File: src/rtl/adder_chain_sequencer_if.sv
// Bus bundle between the adder chain sequencer and its surroundings:
// the serial operand input stream, the operand/sum connection to the
// adder chain, and the result output stream.
//
// Handshake rule for both streams: a beat transfers on a rising clk edge
// where valid && ready are both high. The producer keeps valid and its data
// stable until that edge. The consumer may raise or lower ready freely, and
// ready never waits for valid.
interface adder_chain_sequencer_if #(
    parameter int bit_width = 8
) ();
    logic                 in_valid;
    logic                 in_ready;
    logic [bit_width-1:0] in_data;
    logic [bit_width-1:0] chain_a;
    logic [bit_width-1:0] chain_b;
    logic [bit_width-1:0] chain_c;
    logic [bit_width-1:0] chain_sum;
    logic                 out_valid;
    logic                 out_ready;
    logic [bit_width-1:0] out_sum;

    // Sequencer side
    modport master (
        input  in_valid, in_data, chain_sum, out_ready,
        output in_ready, chain_a, chain_b, chain_c, out_valid, out_sum
    );

    // Environment side: operand source, adder chain and result consumer
    modport slave (
        output in_valid, in_data, chain_sum, out_ready,
        input  in_ready, chain_a, chain_b, chain_c, out_valid, out_sum
    );
endinterface

File: src/rtl/adder_chain_sequencer.sv
// Adder chain sequencer. It collects operands a, b and c serially from one
// input stream and holds them on the chain inputs. It then waits
// settle_cycles for the combinational chain to resolve, captures the sum,
// and offers that sum on the output stream until the consumer takes it.
module adder_chain_sequencer #(
    parameter int bit_width     = 8,
    parameter int settle_cycles = 2
) (
    input  logic                   clk,
    input  logic                   rst_n,
    adder_chain_sequencer_if.master bus,
    output logic                   busy,
    output logic [2:0]             state_dbg
);

    // A settle time of zero would sample the chain in the same cycle that c
    // is loaded, before the chain has seen it.
    if (settle_cycles < 1) begin : g_bad_settle
        $error("adder_chain_sequencer: settle_cycles must be >= 1");
    end

    localparam int CW = $clog2(settle_cycles + 1);
    localparam logic [CW-1:0] CNT_LAST = CW'(settle_cycles - 1);

    typedef enum logic [2:0] {
        LOAD_A = 3'd0,
        LOAD_B = 3'd1,
        LOAD_C = 3'd2,
        SETTLE = 3'd3,
        HOLD   = 3'd4
    } state_t;

    state_t               state_q;
    logic [CW-1:0]        cnt_q;
    logic [bit_width-1:0] a_q;
    logic [bit_width-1:0] b_q;
    logic [bit_width-1:0] c_q;
    logic [bit_width-1:0] sum_q;
    logic                 out_valid_q;
    logic                 in_ready_w;

    // Operands are only taken in the three load states, whatever in_valid does
    assign in_ready_w = (state_q == LOAD_A) || (state_q == LOAD_B) || (state_q == LOAD_C);

    // Sequencer FSM: load a/b/c, count settle cycles, capture, hold for consumer
    always_ff @(posedge clk or negedge rst_n) begin
        if (!rst_n) begin
            state_q     <= LOAD_A;
            cnt_q       <= '0;
            a_q         <= '0;
            b_q         <= '0;
            c_q         <= '0;
            sum_q       <= '0;
            out_valid_q <= 1'b0;
        end else begin
            case (state_q)
                LOAD_A: begin
                    if (bus.in_valid && in_ready_w) begin
                        a_q     <= bus.in_data;
                        state_q <= LOAD_B;
                    end
                end
                LOAD_B: begin
                    if (bus.in_valid && in_ready_w) begin
                        b_q     <= bus.in_data;
                        state_q <= LOAD_C;
                    end
                end
                LOAD_C: begin
                    if (bus.in_valid && in_ready_w) begin
                        c_q     <= bus.in_data;
                        cnt_q   <= '0;
                        state_q <= SETTLE;
                    end
                end
                SETTLE: begin
                    // Capture on the last settle edge. The counter stops there,
                    // so it never wraps.
                    if (cnt_q == CNT_LAST) begin
                        sum_q       <= bus.chain_sum;
                        out_valid_q <= 1'b1;
                        state_q     <= HOLD;
                    end else begin
                        cnt_q <= cnt_q + CW'(1);
                    end
                end
                HOLD: begin
                    if (out_valid_q && bus.out_ready) begin
                        out_valid_q <= 1'b0;
                        state_q     <= LOAD_A;
                    end
                end
                default: begin
                    state_q <= LOAD_A;
                end
            endcase
        end
    end

    assign bus.in_ready  = in_ready_w;
    assign bus.chain_a   = a_q;
    assign bus.chain_b   = b_q;
    assign bus.chain_c   = c_q;
    assign bus.out_valid = out_valid_q;
    assign bus.out_sum   = sum_q;
    assign busy          = (state_q != LOAD_A);
    assign state_dbg     = state_q;

endmodule

File: src/flat_wrapper.sv
// flat-port wrapper written by rule: the top's interface ports become plain ports
module adder_chain_sequencer_flat 
#(
    parameter int bit_width     = 8,
    parameter int settle_cycles = 2
)
  (clk, rst_n, busy, state_dbg, bus_in_valid, bus_in_data, bus_chain_sum, bus_out_ready, bus_in_ready, bus_chain_a, bus_chain_b, bus_chain_c, bus_out_valid, bus_out_sum);
  adder_chain_sequencer_if #(.bit_width(bit_width)) bus_i ();
  input  logic clk;
  input  logic rst_n;
  output logic busy;
  output logic [2:0] state_dbg;
  input wire logic [$bits(bus_i.in_valid)-1:0] bus_in_valid;
  input wire logic [$bits(bus_i.in_data)-1:0] bus_in_data;
  input wire logic [$bits(bus_i.chain_sum)-1:0] bus_chain_sum;
  input wire logic [$bits(bus_i.out_ready)-1:0] bus_out_ready;
  output wire logic [$bits(bus_i.in_ready)-1:0] bus_in_ready;
  output wire logic [$bits(bus_i.chain_a)-1:0] bus_chain_a;
  output wire logic [$bits(bus_i.chain_b)-1:0] bus_chain_b;
  output wire logic [$bits(bus_i.chain_c)-1:0] bus_chain_c;
  output wire logic [$bits(bus_i.out_valid)-1:0] bus_out_valid;
  output wire logic [$bits(bus_i.out_sum)-1:0] bus_out_sum;
  assign bus_i.in_valid = bus_in_valid;
  assign bus_i.in_data = bus_in_data;
  assign bus_i.chain_sum = bus_chain_sum;
  assign bus_i.out_ready = bus_out_ready;
  assign bus_in_ready = bus_i.in_ready;
  assign bus_chain_a = bus_i.chain_a;
  assign bus_chain_b = bus_i.chain_b;
  assign bus_chain_c = bus_i.chain_c;
  assign bus_out_valid = bus_i.out_valid;
  assign bus_out_sum = bus_i.out_sum;
  adder_chain_sequencer #(.bit_width(bit_width), .settle_cycles(settle_cycles)) u_core (.clk(clk), .rst_n(rst_n), .bus(bus_i), .busy(busy), .state_dbg(state_dbg));
endmodule
File: config.mk
export PLATFORM = sky130hd
export DESIGN_NAME = adder_chain_sequencer_flat
export DESIGN_NICKNAME = d
export VERILOG_FILES = /design/src/rtl/adder_chain_sequencer_if.sv /design/src/rtl/adder_chain_sequencer.sv /design/src/flat_wrapper.sv
export SDC_FILE = /design/constraint.sdc
export NUM_CORES = 1
export LEC_CHECK = 0
export CAP_MARGIN = 10
export CELL_PAD_IN_SITES_DETAIL_PLACEMENT = 0
export CELL_PAD_IN_SITES_GLOBAL_PLACEMENT = 1
export CORE_UTILIZATION = 34
export CTS_CLUSTER_SIZE = 16
export DETAILED_ROUTE_END_ITERATION = 10
export GPL_TIMING_DRIVEN = 0
export HOLD_SLACK_MARGIN = 0.03
export PLACE_DENSITY_LB_ADDON = 0.1
export SYNTH_ARGS = -nofsm -noshare
export SYNTH_HDL_FRONTEND = slang
export SYNTH_SLANG_ARGS = --single-unit
export TNS_END_PERCENT = 100
File: constraint.sdc
create_clock -name clk -period 1.6 [get_ports clk]
set_input_delay 0.48 -clock clk [delete_from_list [all_inputs] [get_ports clk]]
set_output_delay 0.48 -clock clk [all_outputs]
set_load 0.01 [all_outputs]
# [After elaboration in Yosys (flattened, before gate mapping)]
# Cells that the tools add are included.
[classes] n_addsub=1 muxes=12 n_eq_ne=11 n_reduce_logical=15
[op_table] operator="3-bit 2-to-1 mux" n=5
[op_table] operator="3-bit one-hot mux with 5 select lines" n=1
[op_table] operator="2-bit != test, second input constant" n=4
[op_table] operator="2-bit AND reduction" n=4
[op_table] operator="3-bit by 2-bit equality test with 1-bit output, second input constant" n=2
[op_table] operator="3-bit AND reduction" n=2
[op_table] operator="5-bit AND reduction" n=1
[op_table] operator="2-bit 2-to-1 mux" n=2
[op_table] operator="2-bit by 1-bit != test with 1-bit output, second input constant" n=2
[op_table] operator="2-bit one-hot mux with 2 select lines" n=1
[op_table] operator="2-bit nonzero test" n=2
[op_table] operator="3-bit by 1-bit equality test with 1-bit output, second input constant" n=1
[op_table] operator="3-bit equality test, second input constant" n=1
[op_table] operator="3-bit zero test" n=1
[op_table] operator="3-bit nonzero test" n=1
[op_table] operator="2-bit by 1-bit adder with 2-bit output, second input constant" n=1
[op_table] operator="2-bit by 1-bit equality test with 1-bit output, second input constant" n=1
[op_table] operator="1-bit logical AND" n=2
[op_table] operator="1-bit logical OR" n=2
[op_table] operator="1-bit 2-to-1 mux" n=2
[op_table] operator="1-bit one-hot mux with 2 select lines" n=1
[word_totals] regBits=38

# [Depth between registers and ports, before layout]
[depth] word_depth=6 mapped_depth=5 ltp_nobuf=5

# [Worst setup path after synthesis]
# No wires, ideal clock.
[synth_path] path_kind="flip-flop to flip-flop" startpoint="reg u_core.state_q[0] (netlist: u_core.state_dbg[0])" endpoint="reg u_core.a_q[0] (netlist: u_core.bus.chain_a[0])" path_buffers=1 setup_time_ns=0.125 arrival_time_ns=1.409 path_slack_ns=0.066 t_required_ns=1.475 path_stages_with_launch=4 synth_period_minus_slack_ns=1.534 path_cell_list="dfrtp_1 > buf_6 > nor4b_4 > mux2_2"
[synth_via] elab_chain_len=5 word_cells_on_any_way=7 cone_classes="eq/ne (2); reduce/logical (5)"
[synth_lines] item="from (decl)" line_no="adder_chain_sequencer.sv:33" source="state_t state_q;"
[synth_lines] item="from (signal assigned)" line_no="adder_chain_sequencer.sv:48" source="state_q <= LOAD_A;"
[synth_lines] item="from (signal assigned)" line_no="adder_chain_sequencer.sv:60" source="state_q <= LOAD_B;"
[synth_lines] item="from (signal assigned)" line_no="adder_chain_sequencer.sv:66" source="state_q <= LOAD_C;"
[synth_lines] item="3-bit by 1-bit equality test with 1-bit output or 3-bit zero test (tied branches)" line_no="adder_chain_sequencer.sv:43, adder_chain_sequencer.sv:56"
[synth_lines] item="1-bit logical OR (2 in series)" line_no="adder_chain_sequencer.sv:43" source="assign in_ready_w = (state_q == LOAD_A) || (state_q == LOAD_B) || (state_q == LOAD_C);"
[synth_lines] item="1-bit logical AND" line_no="adder_chain_sequencer.sv:58" source="if (bus.in_valid && in_ready_w) begin"
[synth_lines] item="2-bit AND reduction (no source line) *"
[synth_lines] item="to (signal assigned)" line_no="adder_chain_sequencer.sv:59" source="a_q <= bus.in_data;"
[synth_lines] item="to (decl)" line_no="adder_chain_sequencer.sv:35" source="logic [bit_width-1:0] a_q;"
# Every way passes the cells marked *; elsewhere a longest branch is shown, timed or not.
# A chain may end at the register's enable or synchronous reset.

# [Worst setup path in the final report]
[layout_path] startpoint="reg u_core.state_q[0] (netlist: u_core.state_dbg[0])" endpoint="out busy"
[layout_via] elab_chain_len=1
[layout_lines] item="3-bit nonzero test" line_no="adder_chain_sequencer.sv:106" source="assign busy = (state_q != LOAD_A);"
[layout_lines] item="to (decl)" line_no="flat_wrapper.sv:11" source="output logic busy;"
# Every way passes these cells.

==> flow_summary.ini <==
[logic_synthesis]
syn_inst = 103
avgSynthCellArea_um2 = 15.1
ys_seq_area_share_pct = 61.3
yosys_register_bits = 38
synth.distinct_cells = 21
synthesis.area_um2 = 1550
yosysWarnings = 0
synth_nets = 124

[setup_path]
r2r_end = u_core.bus.chain_a[7]$_DFFE_PN0P_
critPathRequiredTime_ps = 1120
start_kind = flip-flop
reg2reg_from = u_core.state_dbg[0]$_DFFE_PN0P_
r2r_cells = 5
crit_fanout = 4
critical_path_class = flip-flop to output port
cp.arrival_ps = 1290
rrSetupSlack_ps = -20
crit_path_end_kind = output port

[floorplan]
rows = 24
initial_core_util_pct = 35.6
pin_count = 58
die_y_um = 69.5
fp.coreArea_um2 = 4350
dieArea_um2 = 4830
dieWidth_um = 69.5

[routing]
drt-total-wl_um = 3280
num_vias = 1076
antenna_left = 0
wl_per_cell_um = 14.4
vias_per_cell = 4.74
drtIter0Drc = 33
drt_pass1_iterations = 3
drc_errors = 0

[status]
status = finished with violations
violations = negative setup slack

[hold_path]
hp-class = primary input to asynchronous set/reset pin

[timing]
tns_ps = -207
slew_headroom_pct = 46.1
rsz0062_at_grt = true
fin_skew_ps = 5.41
setup_violations = 7
min_period_over_period_pct = 111
hold-worst-slack_ps = 280
max_freq_ghz = 0.565
setup_ws_ps = -169
worst_pin_slew_ps = 808
hold_viol = 0
maxSlewViolCount = 0
min_period_ps = 1770

[place]
dpl.hpwl_um = 2260
port_buffers = 57
placed_cells = 212
gp_congestion = 0.673
post_dp_cell_area_um2 = 2180

[clock_tree]
h-tree-depth = 2
cts.path.max_buffers = 2
numCtsBuffers = 5
worstSkewPairLatency_ps = 280
cts_sinks = 38
tritoncts = yes
clkSlewWorstSetupHoldPaths_ps = 80
root_buffer = clkbuf_8

[finish]
nets = 195
final_util_pct = 54.0
area_growth_pct = 51.6
drive_above_1_share_pct = 35.4
fin_area_um2 = 2350
layout.cells.non_filler = 227
most-common-layout-cells = dfrtp_1 (37), dlygate4sd2_1 (34), mux2_2 (32)
final_common_cell = dfrtp_1
diodes = 0

[grt]
antenna_found_initial = 0
globalRouteTotalUtil_pct = 15.2
grt_max_degree = 39
grt_overflow_total = 0
grt_pass1_wl_um = 5600
grt_pass1_vias = 1140

[pwr]
powerDensity_nw_per_um2 = 2010
vdd_drop_max_v = 0.000880
leakage_nw = 1.06

[job]
drv_cap = 0
-- metrics by stage --
step | power [W] | setup WS (ps)
after floorplan | 0.00285 | 66.5
after global placement | 0.00402 | -795
after detailed placement | 0.00409 | -631
after CTS | 0.00473 | -183
after global routing | 0.00506 | -212
final | 0.00472 | -169
-- cells in the mapped netlist, drive strengths merged --
cell type / number / area (µm²)
nand3b: 3 / 22.5
nand3: 1 / 10.0
nor2b: 1 / 6.26
a21oi: 4 / 20.0
and3b: 1 / 8.76
a211oi: 1 / 7.51
nor4bb: 1 / 10.0
buf: 5 / 31.3
inv: 1 / 3.75
ha: 1 / 12.5
o21ai: 2 / 10.0
nor2: 3 / 11.3
nand2: 3 / 11.3
mux2: 32 / 360
mux2i: 2 / 20.0
nand4bb: 1 / 11.3
and4bb: 1 / 12.5
nor4b: 1 / 23.8
or3: 1 / 6.26
dfrtp: 38 / 951
-- timing repair --
action                     in CTS  in global routing
buffers inserted                6                  1
gates cloned                    0                  0
hold buffers                    0                  0
gates resized for setup        53                  8
pin swaps                       1                  0
setup endpoints to repair      64                 26
-- where the power goes --
group | leakage [nW] | switching, W | internal, W
sequential | 0.452 | 0.000225 | 0.00145
combinational | 0.553 | 0.000975 | 0.00128
clock | 0.0504 | 0.000336 | 0.000463
total | 1.06 | 0.00154 | 0.00319
-- area by class of cell --
class                           instances  area (µm²)
Buffer                                  5        52.6
Clock buffer                            5        68.8
Clock inverter                          3        45.0
Fill cell                             386        2000
Inverter                                1        3.75
Multi-Input combinational cell         59         589
Sequential cell                        38         952
Tap cell                               52        65.1
Timing Repair Buffer                   64         573
-- cell families after synthesis --
family | after synthesis | share of synthesized area, %
flip-flops | 38 | 61.3
multiplexers | 34 | 24.5
AND/OR/NAND/NOR | 17 | 8.64
AO/OA/AOI/OAI | 7 | 2.42
buffers and inverters | 6 | 2.26
adder cells (fa/ha/maj) | 1 | 0.807
-- state kept, by name (all words and copies together) (netlist names) --
register,count
u_core.cnt_q,2
u_core.state_dbg,3
u_core.bus.out_sum,8
u_core.bus.out_valid,1
u_core.bus.chain_c,8
u_core.bus.chain_b,8
u_core.bus.chain_a,8
-- routing by layer --
metal | wire length, µm | GRT usage [%] | share of wire [%] | vias up
li1 | - | - | - | 508
met1 | 1390 | 17.9 | 42 | 535
met2 | 1690 | 25.5 | 52 | 29
met3 | 162 | 4.07 | 4.9 | 4
met4 | 36 | 7.48 | 1.1 | 0
met5 | 0 | 0 | 0 | -
-- worst max-delay path by stage --
stage	startpoint	to	slack [ps]	depth (start not counted)
2_1_floorplan	u_core.state_dbg[0]$_DFFE_PN0P_	u_core.bus.chain_a[0]$_DFFE_PN0P_	70	3
3_3_place_gp	rst_n	u_core.bus.out_sum[6]$_DFFE_PN0P_	-800	1
3_5_place_dp	bus_in_valid	u_core.bus.chain_a[3]$_DFFE_PN0P_	-630	3
4_1_cts	u_core.state_dbg[0]$_DFFE_PN0P_	busy	-180	3
5_1_grt	u_core.state_dbg[0]$_DFFE_PN0P_	busy	-210	3
6_report	u_core.state_dbg[0]$_DFFE_PN0P_	busy	-170	3
-- worst max-delay path: stages, from the launching register on --
cell	delay [ps]
dfrtp_1	390
buf_6	120
or3_1	350
buf_2	140
No activity file was read; power rests on OpenSTA's default activity.
==> patch, RTL diff (same settings) <==
Make the reset (`rst_n`) synchronous in one clocked block.
--- a/src/rtl/adder_chain_sequencer.sv
+++ b/src/rtl/adder_chain_sequencer.sv
@@ -44,5 +44,5 @@
 
     // Sequencer FSM: load a/b/c, count settle cycles, capture, hold for consumer
-    always_ff @(posedge clk or negedge rst_n) begin
+    always_ff @(posedge clk) begin
         if (!rst_n) begin
             state_q     <= LOAD_A;
Behaviour: differs if rst_n is asserted again (counterexample within 4 cycles, from zero or initial values and one cycle with rst_n low); with rst_n held inactive, the same outputs for 10 cycles.
==> patch against the unedited design <==
The flow still finishes with violations (negative setup slack); sequential cell count unchanged; global-route usage up 2.0 points; synthesized area up 0.97%; die area up 0.94%; synthesized cell count up 66%; worst setup slack better by 0.032 ns; final area down 1.7%; routed wire length up 20%; highest routed layer unchanged.
Power is not compared: it rests on default switching activity, and its combinational part moved more than twofold at a synthesized area within 25%.
==> patch: results (changes against the unedited design) <==
- The buffer count excluding the clock tree in the final layout is 73 (+5.8%).
- The post-CTS setup-driven buffer insertion count is 5 (-1).
- The maximum net fanout on the critical path came to 10 (+6).
- The proportion of final cell area spent on non-clock buffers was 27.25% (+0.62 points).
- The count of instances resized after the clock tree is built came to 55 (+3.8%).
- The final clock skew is 0.004532 ns (-0.0008740 ns).
- The number of nets in the finished design is 261 (+34%).
- The multi-input gate share of total cell area was 32.18% (+7.1 points).
- The setup slack of the worst register-to-register path is 0.07 ns (+0.09 ns).
- The clock buffer and inverter area fraction after layout came to 4.117% (-0.73 points).
- The total iterations of the first detailed-routing run came to 4 (+1).
- The length of routed wiring on met1 came to 1.793 mm (+29%).
- The total length of routed met2 wires came to 1.826 mm (+8.1%).
- The number of multi-input combinational cells came to 120 (+100%).
- The post-placement worst setup slack is -0.4071 ns (+0.2234 ns).
- The endpoint of the lowest-slack register-to-register path is u_core.bus.chain_a[2].
- The proportion of layout cells with a drive suffix above 1 is 13.69% (-22 points).
- The commonest cells after synthesis are sky130_fd_sc_hd__nand2_1 (51), sky130_fd_sc_hd__dfxtp_1 (38), sky130_fd_sc_hd__a21boi_0 (16).
- The fraction of area in registers is 33.32% (-7.2 points).
- The slowest library cell on the worst path is sky130_fd_sc_hd__dfxtp_4.
- The run finished, with violations left.
- The mean number of vias per cell was 4.730 (-0.20%).
- The number of distinct library cell variants in the gate-level netlist after synthesis is 28 (+33%).
- The delay of the slowest critical-path stage is 0.35 ns (-0.04 ns).
- The met3 track utilization from global routing is 5.339% (+1.3 points).
- The largest net degree at the start of global routing is 13 (-67%).
- The number of cells on the worst reg-to-reg path is 6 (+1).
- The count of clock buffers in the final design was 6 (+1).
- The routed length per instance is 13.38 µm (-7.3%).
- The final worst setup slack was -0.1374 ns (+0.03165 ns).
- The final reports fail on negative setup slack.
- The register area share after synthesis is 48.60% (-13 points).
- The final weighted congestion in routability-driven placement is 0.8129 (+21%).
- The total setup violations reported at the end of the flow was 1 (-6).
- The transition at the pin with the smallest max-transition slack is 0.3925 ns (-0.4153 ns).
- The worst hold-check path type is flop to flop.
- The global-route usage over all layers is 17.23% (+2.0 points).
[patch: through the flow]
stage / area (µm²) / instances / hold WS, ns / power, W / TNS, ns
3_5_place_dp: 2201 / 280 / 0.4445 / 0.001299 / -10.45
3_3_place_gp: 2201 / 280 / 0.4406 / 0.001292 / -8.703
4_1_cts: 2301 / 293 / 0.4524 / 0.001975 / -0.1507
5_1_grt: 2310 / 293 / 0.4712 / 0.002049 / -0.1818
2_1_floorplan: 1565 / 171 / 0.4755 / 0.001144 / 0
6_report: 2310 / 293 / 0.4496 / 0.001951 / -0.1374
[patch: logic make-up after synthesis]
logic type                 count (synthesis)  synth area share, %
adders and majority gates                  1               0.7992
muxes                                      8                5.116
and+or+nand+nor                           76                25.58
xor gates and xnor gates                   1               0.5597
AOI/OAI and AO/OA                         34                15.43
DFF                                       38                48.60
buffers and inverters                     13                3.917
